--- src/rtl/bist_pkg.sv ---
// Shared types and constants for the March C- BIST generator: FSM states,
// element indices, data backgrounds and default geometry.
package bist_pkg;

   localparam int DEF_ADDR_W = 8;
   localparam int DEF_DATA_W = 4;
   localparam int MAX_DATA_W = 64;

   typedef enum logic [3:0] {
      ST_IDLE,
      ST_M0,
      ST_M1,
      ST_M2,
      ST_M3,
      ST_M4,
      ST_M5,
      ST_DRAIN,
      ST_DONE
   } state_t;

   localparam logic [2:0] ELEM_M0 = 3'd0;
   localparam logic [2:0] ELEM_M1 = 3'd1;
   localparam logic [2:0] ELEM_M2 = 3'd2;
   localparam logic [2:0] ELEM_M3 = 3'd3;
   localparam logic [2:0] ELEM_M4 = 3'd4;
   localparam logic [2:0] ELEM_M5 = 3'd5;

   // Wide backgrounds; users slice them down to their own DATA_W.
   localparam logic [MAX_DATA_W-1:0] BG_ZERO = '0;
   localparam logic [MAX_DATA_W-1:0] BG_ONE  = '1;

   function automatic logic state_is_elem(input state_t s);
      return (s == ST_M0) || (s == ST_M1) || (s == ST_M2) ||
             (s == ST_M3) || (s == ST_M4) || (s == ST_M5);
   endfunction

   function automatic logic [2:0] state_elem(input state_t s);
      case (s)
         ST_M1:   return ELEM_M1;
         ST_M2:   return ELEM_M2;
         ST_M3:   return ELEM_M3;
         ST_M4:   return ELEM_M4;
         ST_M5:   return ELEM_M5;
         default: return ELEM_M0;
      endcase
   endfunction

   // M1..M4 are read-then-write pairs; M0 and M5 are single-op elements.
   function automatic logic elem_two_op(input logic [2:0] e);
      return (e == ELEM_M1) || (e == ELEM_M2) || (e == ELEM_M3) || (e == ELEM_M4);
   endfunction

   function automatic logic elem_rd_one(input logic [2:0] e);
      return (e == ELEM_M2) || (e == ELEM_M4);
   endfunction

   function automatic logic elem_wr_one(input logic [2:0] e);
      return (e == ELEM_M1) || (e == ELEM_M3);
   endfunction

endpackage

--- src/rtl/march_addr_gen.sv ---
// Up/down march address counter with load-to-0/max, read/write phase bit
// and a flag marking the final operation of the current element.
module march_addr_gen #(
   parameter int ADDR_W = 8
) (
   input  logic              Clock,
   input  logic              Reset_n,
   input  logic              load,
   input  logic              load_down,
   input  logic              advance,
   input  logic              two_op,
   output logic [ADDR_W-1:0] addr,
   output logic              phase,
   output logic              last_op
);

   localparam logic [ADDR_W-1:0] ADDR_ZERO = '0;
   localparam logic [ADDR_W-1:0] ADDR_MAX  = '1;
   localparam logic [ADDR_W-1:0] ADDR_ONE  = ADDR_W'(1);

   logic [ADDR_W-1:0] addr_reg, addr_next;
   logic              phase_reg, phase_next;
   logic              down_reg, down_next;
   logic [ADDR_W-1:0] term_addr;

   always_ff @(posedge Clock or negedge Reset_n) begin
      if (!Reset_n) begin
         addr_reg  <= ADDR_ZERO;
         phase_reg <= 1'b0;
         down_reg  <= 1'b0;
      end else begin
         addr_reg  <= addr_next;
         phase_reg <= phase_next;
         down_reg  <= down_next;
      end
   end

   // A load always wins over advance so element switches reload instead of wrapping.
   always_comb begin
      addr_next  = addr_reg;
      phase_next = phase_reg;
      down_next  = down_reg;
      if (load) begin
         addr_next  = load_down ? ADDR_MAX : ADDR_ZERO;
         phase_next = 1'b0;
         down_next  = load_down;
      end else if (advance) begin
         if (two_op && !phase_reg) begin
            phase_next = 1'b1;
         end else begin
            phase_next = 1'b0;
            addr_next  = down_reg ? (addr_reg - ADDR_ONE) : (addr_reg + ADDR_ONE);
         end
      end
   end

   assign term_addr = down_reg ? ADDR_ZERO : ADDR_MAX;
   assign addr      = addr_reg;
   assign phase     = phase_reg;
   assign last_op   = (addr_reg == term_addr) && (!two_op || phase_reg);

endmodule

--- src/rtl/bist_march_gen.sv ---
// March C- sequence generator and response checker for the SRAM BIST.
// Define BIST_DIAG_EN to keep first-failure address/element capture.
module bist_march_gen
   import bist_pkg::*;
#(
   parameter int ADDR_W   = DEF_ADDR_W,
   parameter int DATA_W   = DEF_DATA_W,
   parameter int READ_LAT = 1
) (
   input  logic              Clock,
   input  logic              Reset_n,
   input  logic              Start,
   output logic [ADDR_W-1:0] SRAM_Addr,
   output logic              SRAM_WE,
   output logic [DATA_W-1:0] SRAM_Din,
   input  logic [DATA_W-1:0] SRAM_Dout,
   output logic              Busy,
   output logic              Done,
   output logic              GoNoGo,
   output logic [ADDR_W-1:0] Fail_Addr,
   output logic [2:0]        Fail_Elem
);

   localparam logic [DATA_W-1:0] BG0     = BG_ZERO[DATA_W-1:0];
   localparam logic [DATA_W-1:0] BG1     = BG_ONE[DATA_W-1:0];
   localparam int                DRAIN_W = (READ_LAT > 1) ? $clog2(READ_LAT) : 1;
   localparam logic [DRAIN_W-1:0] DRAIN_LAST = DRAIN_W'(READ_LAT - 1);
   localparam logic [DRAIN_W-1:0] DRAIN_ONE  = DRAIN_W'(1);

   state_t              state_reg, state_next;
   logic [DRAIN_W-1:0]  drain_cnt_reg;
   logic                fail_reg;

   logic                in_elem;
   logic [2:0]          elem;
   logic                two_op;
   logic                start_accept;
   logic                is_read;
   logic [DATA_W-1:0]   rd_bg;
   logic [DATA_W-1:0]   wr_bg;
   logic                mismatch;

   logic [ADDR_W-1:0]   ag_addr;
   logic                ag_phase;
   logic                ag_last;
   logic                ag_load;
   logic                ag_load_down;

   assign in_elem      = state_is_elem(state_reg);
   assign elem         = state_elem(state_reg);
   assign two_op       = elem_two_op(elem);
   assign start_accept = Start && ((state_reg == ST_IDLE) || (state_reg == ST_DONE));
   assign is_read      = in_elem && (elem != ELEM_M0) && ((elem == ELEM_M5) || !ag_phase);
   assign rd_bg        = elem_rd_one(elem) ? BG1 : BG0;
   assign wr_bg        = elem_wr_one(elem) ? BG1 : BG0;

   // Reload on start and on every element switch; direction follows the incoming element.
   assign ag_load      = start_accept || (in_elem && ag_last);
   assign ag_load_down = (state_next == ST_M3) || (state_next == ST_M4);

   march_addr_gen #(
      .ADDR_W (ADDR_W)
   ) u_addr_gen (
      .Clock     (Clock),
      .Reset_n   (Reset_n),
      .load      (ag_load),
      .load_down (ag_load_down),
      .advance   (in_elem),
      .two_op    (two_op),
      .addr      (ag_addr),
      .phase     (ag_phase),
      .last_op   (ag_last)
   );

   always_ff @(posedge Clock or negedge Reset_n) begin
      if (!Reset_n) begin
         state_reg <= ST_IDLE;
      end else begin
         state_reg <= state_next;
      end
   end

   always_comb begin
      state_next = state_reg;
      case (state_reg)
         ST_IDLE, ST_DONE: if (Start)   state_next = ST_M0;
         ST_M0:            if (ag_last) state_next = ST_M1;
         ST_M1:            if (ag_last) state_next = ST_M2;
         ST_M2:            if (ag_last) state_next = ST_M3;
         ST_M3:            if (ag_last) state_next = ST_M4;
         ST_M4:            if (ag_last) state_next = ST_M5;
         ST_M5:            if (ag_last) state_next = ST_DRAIN;
         ST_DRAIN:         if (drain_cnt_reg == DRAIN_LAST) state_next = ST_DONE;
         default:          state_next = ST_IDLE;
      endcase
   end

   always_comb begin
      SRAM_Addr = '0;
      SRAM_WE   = 1'b0;
      SRAM_Din  = BG0;
      Busy      = 1'b0;
      Done      = 1'b0;
      GoNoGo    = 1'b0;
      if (in_elem) begin
         SRAM_Addr = ag_addr;
         SRAM_WE   = (elem == ELEM_M0) || (two_op && ag_phase);
         SRAM_Din  = SRAM_WE ? wr_bg : BG0;
         Busy      = 1'b1;
      end else if (state_reg == ST_DRAIN) begin
         Busy      = 1'b1;
      end else if (state_reg == ST_DONE) begin
         Done      = 1'b1;
         GoNoGo    = !fail_reg;
      end
   end

   always_ff @(posedge Clock or negedge Reset_n) begin
      if (!Reset_n) begin
         drain_cnt_reg <= '0;
      end else if (state_reg != ST_DRAIN) begin
         drain_cnt_reg <= '0;
      end else begin
         drain_cnt_reg <= drain_cnt_reg + DRAIN_ONE;
      end
   end

   // Stage 0 is the operation currently on the bus; the last stage lines up with SRAM_Dout.
   logic              cmp_valid_pipe [READ_LAT];
   logic [DATA_W-1:0] cmp_exp_pipe   [READ_LAT];

   assign cmp_valid_pipe[0] = is_read;
   assign cmp_exp_pipe[0]   = rd_bg;

   generate
      for (genvar gi = 1; gi < READ_LAT; gi++) begin : g_cmp_pipe
         always_ff @(posedge Clock or negedge Reset_n) begin
            if (!Reset_n) begin
               cmp_valid_pipe[gi] <= 1'b0;
               cmp_exp_pipe[gi]   <= '0;
            end else begin
               cmp_valid_pipe[gi] <= cmp_valid_pipe[gi-1];
               cmp_exp_pipe[gi]   <= cmp_exp_pipe[gi-1];
            end
         end
      end
   endgenerate

   assign mismatch = cmp_valid_pipe[READ_LAT-1] && (SRAM_Dout != cmp_exp_pipe[READ_LAT-1]);

   always_ff @(posedge Clock or negedge Reset_n) begin
      if (!Reset_n) begin
         fail_reg <= 1'b0;
      end else if (start_accept) begin
         fail_reg <= 1'b0;
      end else if (mismatch) begin
         fail_reg <= 1'b1;
      end
   end

`ifdef BIST_DIAG_EN
   logic [ADDR_W-1:0] cmp_addr_pipe [READ_LAT];
   logic [2:0]        cmp_elem_pipe [READ_LAT];
   logic [ADDR_W-1:0] fail_addr_reg;
   logic [2:0]        fail_elem_reg;

   assign cmp_addr_pipe[0] = ag_addr;
   assign cmp_elem_pipe[0] = elem;

   generate
      for (genvar gi = 1; gi < READ_LAT; gi++) begin : g_diag_pipe
         always_ff @(posedge Clock or negedge Reset_n) begin
            if (!Reset_n) begin
               cmp_addr_pipe[gi] <= '0;
               cmp_elem_pipe[gi] <= '0;
            end else begin
               cmp_addr_pipe[gi] <= cmp_addr_pipe[gi-1];
               cmp_elem_pipe[gi] <= cmp_elem_pipe[gi-1];
            end
         end
      end
   endgenerate

   // Only the first mismatch of a run is kept.
   always_ff @(posedge Clock or negedge Reset_n) begin
      if (!Reset_n) begin
         fail_addr_reg <= '0;
         fail_elem_reg <= '0;
      end else if (start_accept) begin
         fail_addr_reg <= '0;
         fail_elem_reg <= '0;
      end else if (mismatch && !fail_reg) begin
         fail_addr_reg <= cmp_addr_pipe[READ_LAT-1];
         fail_elem_reg <= cmp_elem_pipe[READ_LAT-1];
      end
   end

   assign Fail_Addr = fail_addr_reg;
   assign Fail_Elem = fail_elem_reg;
`else
   assign Fail_Addr = '0;
   assign Fail_Elem = '0;
`endif

endmodule

--- config.mk ---
export PLATFORM = sky130hd
export DESIGN_NAME = bist_march_gen
export DESIGN_NICKNAME = d
export VERILOG_FILES = /design/src/rtl/bist_pkg.sv /design/src/rtl/march_addr_gen.sv /design/src/rtl/bist_march_gen.sv
export SDC_FILE = /design/constraint.sdc
export NUM_CORES = 1
export LEC_CHECK = 0
export ABC_CLOCK_PERIOD_IN_PS = 7000
export CAP_MARGIN = 20
export CORE_MARGIN = 4
export CORE_UTILIZATION = 40
export CTS_CLUSTER_DIAMETER = 30
export DETAILED_ROUTE_END_ITERATION = 8
export DONT_BUFFER_PORTS = 1
export GPL_ROUTABILITY_DRIVEN = 0
export SLEW_MARGIN = 20
export SYNTH_ARGS = -nofsm -noshare
export SYNTH_HDL_FRONTEND = slang
export SYNTH_SLANG_ARGS = --single-unit
--- constraint.sdc ---
create_clock -name Clock -period 7 [get_ports Clock]
set_clock_uncertainty 0.1 [all_clocks]
set_input_delay 1.4 -clock Clock [delete_from_list [all_inputs] [get_ports Clock]]
set_output_delay 1.4 -clock Clock [all_outputs]
set_load 0.05 [all_outputs]
==> load_flow_metrics.sql, run 1 <==
INSERT INTO impl_metrics (metric_group, metric, value, unit) VALUES
('sta', 'setup_ws', '3110', 'ps'),
('min_path', 'worstHoldStart', 'fail_reg', ''),
('routing', 'drt-vias-per-instance', '5.55', ''),
('worst_setup_path', 'timing.critical_path.from_type', 'flip-flop', ''),
('synthesis', 'synth-edff-count', '0', ''),
('synthesis', 'yosys_most_used_dff', 'dfrtp_1', ''),
('sta', 'relSlewSlack', '0.384', ''),
('worst_setup_path', 'arrival', '2390', 'ps'),
('sta', 'layout_worst_path_cycle_share', '0.556', ''),
('pwr', 'cellLeakagePower', '0.647', 'nW'),
('routing', 'routed-via-count', '1144', ''),
('sta', 'fin_tns_setup', '0', 'ps'),
('clock_tree', 'cts_max_level', '1', ''),
('pwr', 'ir_worst_vdd', '158', 'uV'),
('routing', 'wirelength', '3000', 'um'),
('finish', 'insertedDiodeCount', '0', ''),
('worst_setup_path', 'critPathCaptureType', 'output pin', ''),
('job', 'maxCapViolCount', '0', ''),
('min_path', 'whs_path_depth', '2', ''),
('sta', 'rsz0062_at_grt', 'no', ''),
('sta', 'finalSetupViolCount', '0', ''),
('sta', 'worst_pin_slew', '921', 'ps'),
('finish', 'max_ffs_per_register', '8', ''),
('worst_setup_path', 'timing.rr.end', 'u_addr_gen.addr[7]', ''),
('finish', 'areaGrowthSynthToFinish', '1.91', '%'),
('synthesis', 'synth_top_area_cell', 'dfrtp_1', ''),
('finish', 'drive_above_1_share', '0.0688', ''),
('min_path', 'worstHoldPathType', 'reg2reg', ''),
('synthesis', 'post_synthesis_sequential_area_ratio', '0.291', ''),
('clock_tree', 'worst_setup_hold_path_clk_slew', '100', 'ps'),
('routing', 'wire_per_inst', '14.6', 'um'),
('finish', 'final_net_count', '175', ''),
('global_routing', 'wire_length_of_the_first_global_routing_pass', '4930', 'um'),
('place', 'dp_hpwl', '2300', 'um'),
('global_routing', 'number_of_antenna_violations_at_the_first_check_in_global_routing', '0', ''),
('floorplan', 'boundaryPins', '34', ''),
('place', 'pre_cts_ws', '3400', 'ps'),
('clock_tree', 'deepest_clock_path_buffer_count', '2', ''),
('routing', 'number_of_remaining_drc_errors', '0', ''),
('clock_tree', 'numCtsBuffers', '3', ''),
('synthesis', 'yosys_warnings', '0', ''),
('worst_setup_path', 'setup_slack_of_the_worst_register_to_register_path', '4340', 'ps'),
('synthesis', 'synth.cells.most_frequent', '17 x nor2_1, 16 x dfrtp_1, 15 x buf_4, 12 x a31oi_1, 12 x nand2_1', ''),
('floorplan', 'dieHeight', '66.6', 'um'),
('worst_setup_path', 'crit_required', '5500', 'ps'),
('floorplan', 'die_area', '0.00444', 'mm^2'),
('synthesis', 'asyncSetResetFlopFracSynth', '1.00', ''),
('synthesis', 'netlist_instances', '165', ''),
('routing', 'detail_route.iter0.violations', '89', ''),
('floorplan', 'dieWidth', '66.6', 'um'),
('clock_tree', 'postCtsSetupBuffers', '0', ''),
('clock_tree', 'holdBufCountCts', '0', ''),
('clock_tree', 'clk_latency', '290', 'ps'),
('pwr', 'design_power_total', '0.731', 'mW'),
('worst_setup_path', 'crit_fanout', '12', ''),
('global_routing', 'grt_use_met3', '0.0236', ''),
('global_routing', 'use_met1', '0.155', ''),
('global_routing', 'grt_max_degree', '18', ''),
('routing', 'drtAntennaViolNets', '0', ''),
('synthesis', 'yosys-top-cells-area', 'dfrtp_1 29%, buf_4 8.2%, a31oi_1 5.5%', ''),
('global_routing', 'grt_overflow_total', '0', ''),
('global_routing', 'total_grt_usage', '0.146', ''),
('global_routing', 'use_met2', '0.275', ''),
('floorplan', 'core_rows', '21', ''),
('floorplan', 'core_area', '0.00334', 'mm^2'),
('outcome', 'run_status', 'finished clean', ''),
('finish', 'finalInstanceArea', '0.00140', 'mm^2'),
('clock_tree', 'cts.sinks', '16', ''),
('min_path', 'whs_endpoint', 'fail_reg', ''),
('sta', 'maxClockFrequency', '257', 'MHz'),
('synthesis', 'yosys_register_bits', '16', '');
[final cells by class]
type	instances	area, um^2
Fill cell	350	1940
Inverter	5	18.8
Multi-Input combinational cell	132	861
Tap cell	46	57.6
Clock buffer	4	36.3
Timing Repair Buffer	3	26.3
Sequential cell	16	400
[through the flow]
stage,instances,hold WS [ps]
finish,206,411
floorplan,175,363
global route,206,471
CTS,206,416
global placement,202,389
detailed placement,202,394
[cells in the final DEF, fill, tap and decap left out, types with 4 or more instances in the layout]
cell type / n
nor2_1: 17
dfrtp_1: 16
nand2_1: 12
a31oi_1: 12
conb_1: 11
and2_1: 8
nor3b_1: 6
ha_1: 6
inv_1: 5
a21o_1: 5
xnor2_1: 4
o21ai_0: 4
[report_power, final]
| group | leakage [nW] | internal, mW | switching, mW |
|---|---|---|---|
| clock | 0.0210 | 0.0317 | 0.0314 |
| sequential | 0.198 | 0.131 | 0.0469 |
| combinational | 0.428 | 0.153 | 0.338 |
[critical path, cell delays in order, from the launching register on]
cell and delay (ps):
dfrtp_1 520, and3_1 260, nor3_2 500, nor2b_1 820
[per-layer routing]
metal  share of wire  up-vias
li1                -      569
met3           0.036        2
met5               0        -
met4           0.012        0
met1            0.40      550
met2            0.55       23
[kinds of logic (layout without fill, tap and decap cells)]
group           Yosys count  after routing  share of synthesized area
compound gates           40             40                      0.203
xor+xnor                  5              5                     0.0319
fa+ha+maj                 7              7                     0.0692
buf+inv                  27             12                      0.118
flops                    16             16                      0.291
mux                       1              1                    0.00729
other cells               1             11                    0.00273
simple gates             68             68                      0.276
[how the worst max path moves through the flow]
stage	end	slack [ps]	cells after the start	from
5_1_grt	SRAM_WE	2930	3	state_reg[0]
3_5_place_dp	SRAM_WE	3400	3	state_reg[0]
6_report	SRAM_WE	3110	3	state_reg[0]
4_1_cts	SRAM_WE	3070	3	state_reg[0]
3_3_place_gp	SRAM_WE	3460	3	state_reg[0]
2_1_floorplan	SRAM_Din[1]	2680	3	state_reg[3]
No activity file was read; power rests on OpenSTA's default activity.
==> inputs of run 2 (changes only) <==
--- a/config.mk
+++ b/config.mk
@@ -5,7 +5,7 @@
 export SDC_FILE = /design/constraint.sdc
 export NUM_CORES = 1
 export LEC_CHECK = 0
-export ABC_CLOCK_PERIOD_IN_PS = 7000
+export ABC_CLOCK_PERIOD_IN_PS = 4000
 export CAP_MARGIN = 20
 export CORE_MARGIN = 4
 export CORE_UTILIZATION = 40
==> constraint.sdc (replaced) <==
create_clock -name Clock -period 4 [get_ports Clock]
set_clock_uncertainty 0.1 [all_clocks]
set_input_delay 0.8 -clock Clock [delete_from_list [all_inputs] [get_ports Clock]]
set_output_delay 0.8 -clock Clock [all_outputs]
set_load 0.05 [all_outputs]
==> run 2 against run 1 <==
Against the previous run: hold slack worse by 330 ps; critical path depth unchanged; sequential power grew 74%; critical path type unchanged; register-to-register slack worse by 3000 ps; final area rose by 0.54%; die area unchanged.
==> load_flow_metrics.sql, run 2 (same netlist as run 1, synthesis figures left out) <==
INSERT INTO impl_metrics (metric_group, metric, value, unit) VALUES
('sta', 'timing.final.crit_period', '2990', 'ps'),
('global_routing', 'wire_length_of_the_first_global_routing_pass', '4690', 'um'),
('finish', 'final_net_count', '176', ''),
('finish', 'final_util', '0.422', ''),
('worst_setup_path', 'timing.critical_path.from_type', 'flip-flop', ''),
('clock_tree', 'cts_max_level', '1', ''),
('worst_setup_path', 'crit-reg2reg-launch', 'u_addr_gen.down_reg', ''),
('floorplan', 'core_area', '0.00334', 'mm^2'),
('worst_setup_path', 'setup_slack_of_the_worst_register_to_register_path', '1380', 'ps'),
('finish', 'max_ffs_per_register', '8', ''),
('finish', 'number_of_fill_cells_in_the_layout', '344', ''),
('routing', 'drt-vias-per-instance', '5.56', ''),
('worst_setup_path', 'worst_reg2reg_path_depth', '6', ''),
('sta', 'finalHoldViolCount', '0', ''),
('sta', 'finalSetupViolCount', '0', ''),
('outcome', 'run_status', 'finished clean', ''),
('place', 'dp_hpwl', '2270', 'um'),
('worst_setup_path', 'crit_fanout', '12', ''),
('pwr', 'power_density', '915', 'mW/mm^2'),
('finish', 'drive_above_1_share', '0.0745', ''),
('floorplan', 'floorplan.initialDensity', '0.412', ''),
('sta', 'maxClockFrequency', '335', 'MHz'),
('global_routing', 'total_grt_usage', '0.139', ''),
('floorplan', 'dieHeight', '66.6', 'um'),
('sta', 'fin_tns_setup', '0', 'ps'),
('global_routing', 'number_of_antenna_violations_at_the_first_check_in_global_routing', '0', ''),
('global_routing', 'grt_overflow_total', '0', ''),
('pwr', 'ir_worst_vdd', '277', 'uV'),
('clock_tree', 'post_cts.resized_instances', '0', ''),
('routing', 'wirelength', '2890', 'um'),
('clock_tree', 'postCtsSetupBuffers', '0', ''),
('finish', 'most_used_cells_in_the_layout_excluding_fill_and_tap_cells', '17 x nor2_1, 16 x dfrtp_1, 12 x nand2_1, 12 x a31oi_1, 11 x conb_1', ''),
('finish', 'areaGrowthSynthToFinish', '2.46', '%'),
('sta', 'final_max_slew_viol_count', '0', ''),
('floorplan', 'boundaryPins', '34', ''),
('clock_tree', 'clock-root-buffer', 'clkbuf_4', ''),
('worst_setup_path', 'arrival', '2090', 'ps'),
('routing', 'drtAntennaViolNets', '0', ''),
('sta', 'layout_worst_path_cycle_share', '0.747', ''),
('clock_tree', 'clk_latency', '300', 'ps'),
('sta', 'worst_pin_slew', '903', 'ps'),
('floorplan', 'dieWidth', '66.6', 'um'),
('floorplan', 'die_area', '0.00444', 'mm^2'),
('clock_tree', 'cts.sinks', '16', ''),
('job', 'maxCapViolCount', '0', ''),
('worst_setup_path', 'crit_type', 'reg2out', ''),
('routing', 'wire_per_inst', '14.0', 'um'),
('sta', 'rsz0062_at_grt', 'no', ''),
('clock_tree', 'tritoncts', 'done', ''),
('worst_setup_path', 'endpoint', 'SRAM_Addr[2]', ''),
('clock_tree', 'holdBufCountCts', '0', ''),
('clock_tree', 'numCtsBuffers', '3', ''),
('global_routing', 'grt_max_degree', '18', ''),
('clock_tree', 'worst_setup_hold_path_clk_slew', '100', 'ps'),
('min_path', 'worstHoldPathType', 'in2async', ''),
('worst_setup_path', 'crit_required', '3100', 'ps'),
('routing', 'detailedRoute.firstPassIterationCount', '4', ''),
('worst_setup_path', 'timing.rr.end', 'u_addr_gen.addr[7]', ''),
('sta', 'relSlewSlack', '0.396', ''),
('routing', 'detail_route.iter0.violations', '129', ''),
('routing', 'routed-via-count', '1150', ''),
('finish', 'final_common_cell', 'nor2_1', ''),
('floorplan', 'core_rows', '21', ''),
('routing', 'number_of_remaining_drc_errors', '0', ''),
('finish', 'insertedDiodeCount', '0', ''),
('worst_setup_path', 'critPathCaptureType', 'output pin', ''),
('worst_setup_path', 'origin_of_the_worst_setup_path', 'state_reg[0]', ''),
('global_routing', 'first_global_vias', '1033', ''),
('pwr', 'cellLeakagePower', '0.651', 'nW'),
('place', 'port_buffers', '0', ''),
('clock_tree', 'deepest_clock_path_buffer_count', '2', '');
## run 2: cell types whose count changed in the layout (fill, tap and decap cells not counted)
cell,previous run,this run
buf_4,2,3
## run 2: critical path, cell delays in order (launching register included)
cell     delay (ps)
dfrtp_1         520
and3_1          260
nor3_2          470
and2_1          530
## run 2: area by class of cell
| cell class | count | area (um^2) | area share |
|---|---|---|---|
| flip-flops and latches | 16 | 400 | 0.284 |
| multi-input cells | 132 | 861 | 0.612 |
| inverters | 5 | 18.8 | 0.0133 |
| well taps | 46 | 57.6 | 0.0409 |
| clock buffers | 4 | 36.3 | 0.0258 |
| repair buffers | 4 | 33.8 | 0.0240 |
## run 2: report_power, final
part           leakage [nW]  switching [mW]  internal, mW
clock                0.0210          0.0553        0.0556
combinational         0.432           0.590         0.278
sequential            0.198          0.0804         0.229
total                 0.651           0.725         0.563
## run 2: how the worst min path moves through the flow
stage | start | end | slack, ps | cells after the start
2_1_floorplan | fail_reg | fail_reg | 360 | 2
3_3_place_gp | fail_reg | fail_reg | 390 | 2
3_5_place_dp | fail_reg | fail_reg | 390 | 2
4_1_cts | Reset_n | state_reg[3] | 80 | 0
5_1_grt | Reset_n | u_addr_gen.addr[7] | 80 | 0
6_report | Reset_n | u_addr_gen.addr[5] | 80 | 0
## run 2: stage by stage
stage / total power [mW] / cells / hold WS, ps / area [um^2] / setup WS (ps)
finish: 1.29 / 207 / 82.4 / 1410 / 1010
global route: 1.40 / 207 / 77.5 / 1410 / 807
CTS: 1.30 / 207 / 82.9 / 1410 / 955
detailed placement: 1.19 / 203 / 392 / 1370 / 1290
global placement: 1.17 / 203 / 394 / 1370 / 1340
floorplan: 1.08 / 175 / 363 / 1410 / 280
## run 2: metal layers
| layer | part of all wire | up-vias | global-route usage |
|---|---|---|---|
| li1 | - | 574 | - |
| met1 | 0.42 | 543 | 0.164 |
| met2 | 0.51 | 28 | 0.243 |
| met3 | 0.040 | 5 | 0.0202 |
| met4 | 0.022 | 0 | 0.0685 |
| met5 | 0 | - | 0 |
==> inputs of run 3 (changes only) <==
--- a/config.mk
+++ b/config.mk
@@ -5,7 +5,7 @@
 export SDC_FILE = /design/constraint.sdc
 export NUM_CORES = 1
 export LEC_CHECK = 0
-export ABC_CLOCK_PERIOD_IN_PS = 4000
+export ABC_CLOCK_PERIOD_IN_PS = 3000
 export CAP_MARGIN = 20
 export CORE_MARGIN = 4
 export CORE_UTILIZATION = 40
==> constraint.sdc (replaced) <==
create_clock -name Clock -period 3 [get_ports Clock]
set_clock_uncertainty 0.1 [all_clocks]
set_input_delay 0.6 -clock Clock [delete_from_list [all_inputs] [get_ports Clock]]
set_output_delay 0.6 -clock Clock [all_outputs]
set_load 0.05 [all_outputs]
==> run 3 against run 2 <==
Against the previous run: sequential share of layout area down 1.4 points; global-route usage up 0.86 points; via count down 0.61%; first-iteration DRC count down 50%; critical path depth unchanged; clock power up 33%; final area up 5.1%; combinational power up 39%.
==> load_flow_metrics.sql, run 3 (same netlist as run 1, synthesis figures left out) <==
INSERT INTO impl_metrics (metric_group, metric, value, unit) VALUES
('place', 'dp_hpwl', '2320', 'um'),
('clock_tree', 'clock-root-buffer', 'clkbuf_4', ''),
('floorplan', 'dieHeight', '66.6', 'um'),
('routing', 'detail_route.iter0.violations', '65', ''),
('finish', 'drive_above_1_share', '0.0964', ''),
('clock_tree', 'worst_setup_hold_path_clk_slew', '100', 'ps'),
('sta', 'rsz0062_at_grt', 'no', ''),
('finish', 'insertedDiodeCount', '0', ''),
('sta', 'layout_worst_path_cycle_share', '0.906', ''),
('worst_setup_path', 'critPathCaptureType', 'output pin', ''),
('finish', 'most_used_cells_in_the_layout_excluding_fill_and_tap_cells', '17 x nor2_1, 16 x dfrtp_1, 12 x nand2_1, 12 x a31oi_1, 11 x conb_1', ''),
('clock_tree', 'tritoncts', 'done', ''),
('place', 'port_buffers', '0', ''),
('sta', 'finalSetupViolCount', '0', ''),
('global_routing', 'grt_max_degree', '18', ''),
('floorplan', 'core_area', '0.00334', 'mm^2'),
('worst_setup_path', 'crit_type', 'reg2out', ''),
('routing', 'routed-via-count', '1143', ''),
('global_routing', 'grt_overflow_total', '0', ''),
('routing', 'number_of_remaining_drc_errors', '0', ''),
('routing', 'wirelength', '3100', 'um'),
('sta', 'timing.final.crit_period', '2720', 'ps'),
('clock_tree', 'postCtsSetupBuffers', '0', ''),
('min_path', 'worstHoldPathType', 'in2reg', ''),
('global_routing', 'first_global_vias', '1094', ''),
('worst_setup_path', 'arrival', '2020', 'ps'),
('global_routing', 'wire_length_of_the_first_global_routing_pass', '5130', 'um'),
('floorplan', 'core_rows', '21', ''),
('global_routing', 'number_of_antenna_violations_at_the_first_check_in_global_routing', '0', ''),
('clock_tree', 'cts_max_level', '1', ''),
('clock_tree', 'numCtsBuffers', '3', ''),
('sta', 'maxClockFrequency', '368', 'MHz'),
('clock_tree', 'clk_latency', '290', 'ps'),
('place', 'pre_cts_ws', '339', 'ps'),
('sta', 'relSlewSlack', '0.493', ''),
('pwr', 'ir_worst_vdd', '498', 'uV'),
('finish', 'final_net_count', '181', ''),
('sta', 'final_max_slew_viol_count', '0', ''),
('sta', 'setup_ws', '282', 'ps'),
('routing', 'wire_per_inst', '14.6', 'um'),
('floorplan', 'die_area', '0.00444', 'mm^2'),
('sta', 'fin_tns_setup', '0', 'ps'),
('floorplan', 'boundaryPins', '34', ''),
('routing', 'drtAntennaViolNets', '0', ''),
('sta', 'worst_pin_slew', '758', 'ps'),
('pwr', 'power_density', '1200', 'mW/mm^2'),
('finish', 'final_common_cell', 'nor2_1', ''),
('pwr', 'cellLeakagePower', '0.684', 'nW'),
('floorplan', 'floorplan.initialDensity', '0.412', ''),
('sta', 'finalHoldViolCount', '0', ''),
('global_routing', 'total_grt_usage', '0.148', ''),
('worst_setup_path', 'crit_required', '2300', 'ps'),
('finish', 'number_of_fill_cells_in_the_layout', '335', ''),
('finish', 'areaGrowthSynthToFinish', '7.65', '%'),
('worst_setup_path', 'timing.critical_path.from_type', 'flip-flop', ''),
('job', 'maxCapViolCount', '0', ''),
('routing', 'drt-vias-per-instance', '5.39', ''),
('routing', 'detailedRoute.firstPassIterationCount', '4', ''),
('clock_tree', 'deepest_clock_path_buffer_count', '2', ''),
('worst_setup_path', 'crit_fanout', '12', ''),
('finish', 'max_ffs_per_register', '8', ''),
('floorplan', 'dieWidth', '66.6', 'um'),
('outcome', 'run_status', 'finished clean', ''),
('clock_tree', 'cts.sinks', '16', '');
run 3: per-layer routing:
layer	global-route usage	routed length (um)	up-vias
met5	0	0	-
met4	0.00761	0	0
met3	0.0371	154	0
met2	0.264	1540	22
met1	0.186	1400	544
li1	-	-	577
run 3: what timing repair did:
item,CTS,global route
setup endpoints to repair,0,7
hold buffers,1,0
endpoints found under the hold margin,16,0
gates resized for setup,0,1
run 3: final timing paths:
kind | start | endpoint | slack (ps) | cells past startpoint
min in group asynchronous | Reset_n | u_addr_gen.addr[2] | 710 | 1
hold / removal | Start | state_reg[3] | 300 | 1
hold reg to reg | fail_reg | fail_reg | 420 | 2
setup / recovery | state_reg[0] | SRAM_Addr[4] | 280 | 3
max in group asynchronous | Reset_n | state_reg[3] | 1610 | 1
setup reg to reg | u_addr_gen.down_reg | u_addr_gen.addr[4] | 330 | 6
run 3: layout make-up:
cell class | count | area, um^2 | share of cell area
well taps | 46 | 57.6 | 0.0389
clock buffers | 4 | 36.3 | 0.0245
multi-input cells | 132 | 876 | 0.592
inverters | 5 | 18.8 | 0.0127
flip-flops and latches | 16 | 400 | 0.271
repair buffers | 9 | 90.1 | 0.0609
run 3: report_power, final:
group	internal (mW)	leakage, nW	switching (mW)
logic	0.391	0.465	0.817
clock network	0.0739	0.0210	0.0744
registers	0.305	0.198	0.111
run 3: worst max-delay path, cell delays in order, from the launching register on:
cell     delay (ps)
dfrtp_1         610
nor3_2          160
nor3_4          430
and2_1          520
run 3: through the flow:
| stage | area [um^2] | std cells | total power [mW] | hold slack [ps] | util |
|---|---|---|---|---|---|
| CTS | 1470 | 212 | 1.78 | 292 | 0.441 |
| detailed placement | 1430 | 207 | 1.62 | 205 | 0.427 |
| floorplan | 1420 | 175 | 1.44 | 204 | - |
| finish | 1480 | 212 | 1.77 | 297 | 0.443 |
| global route | 1480 | 212 | 1.93 | 286 | 0.443 |
| global placement | 1430 | 207 | 1.60 | 205 | 0.427 |
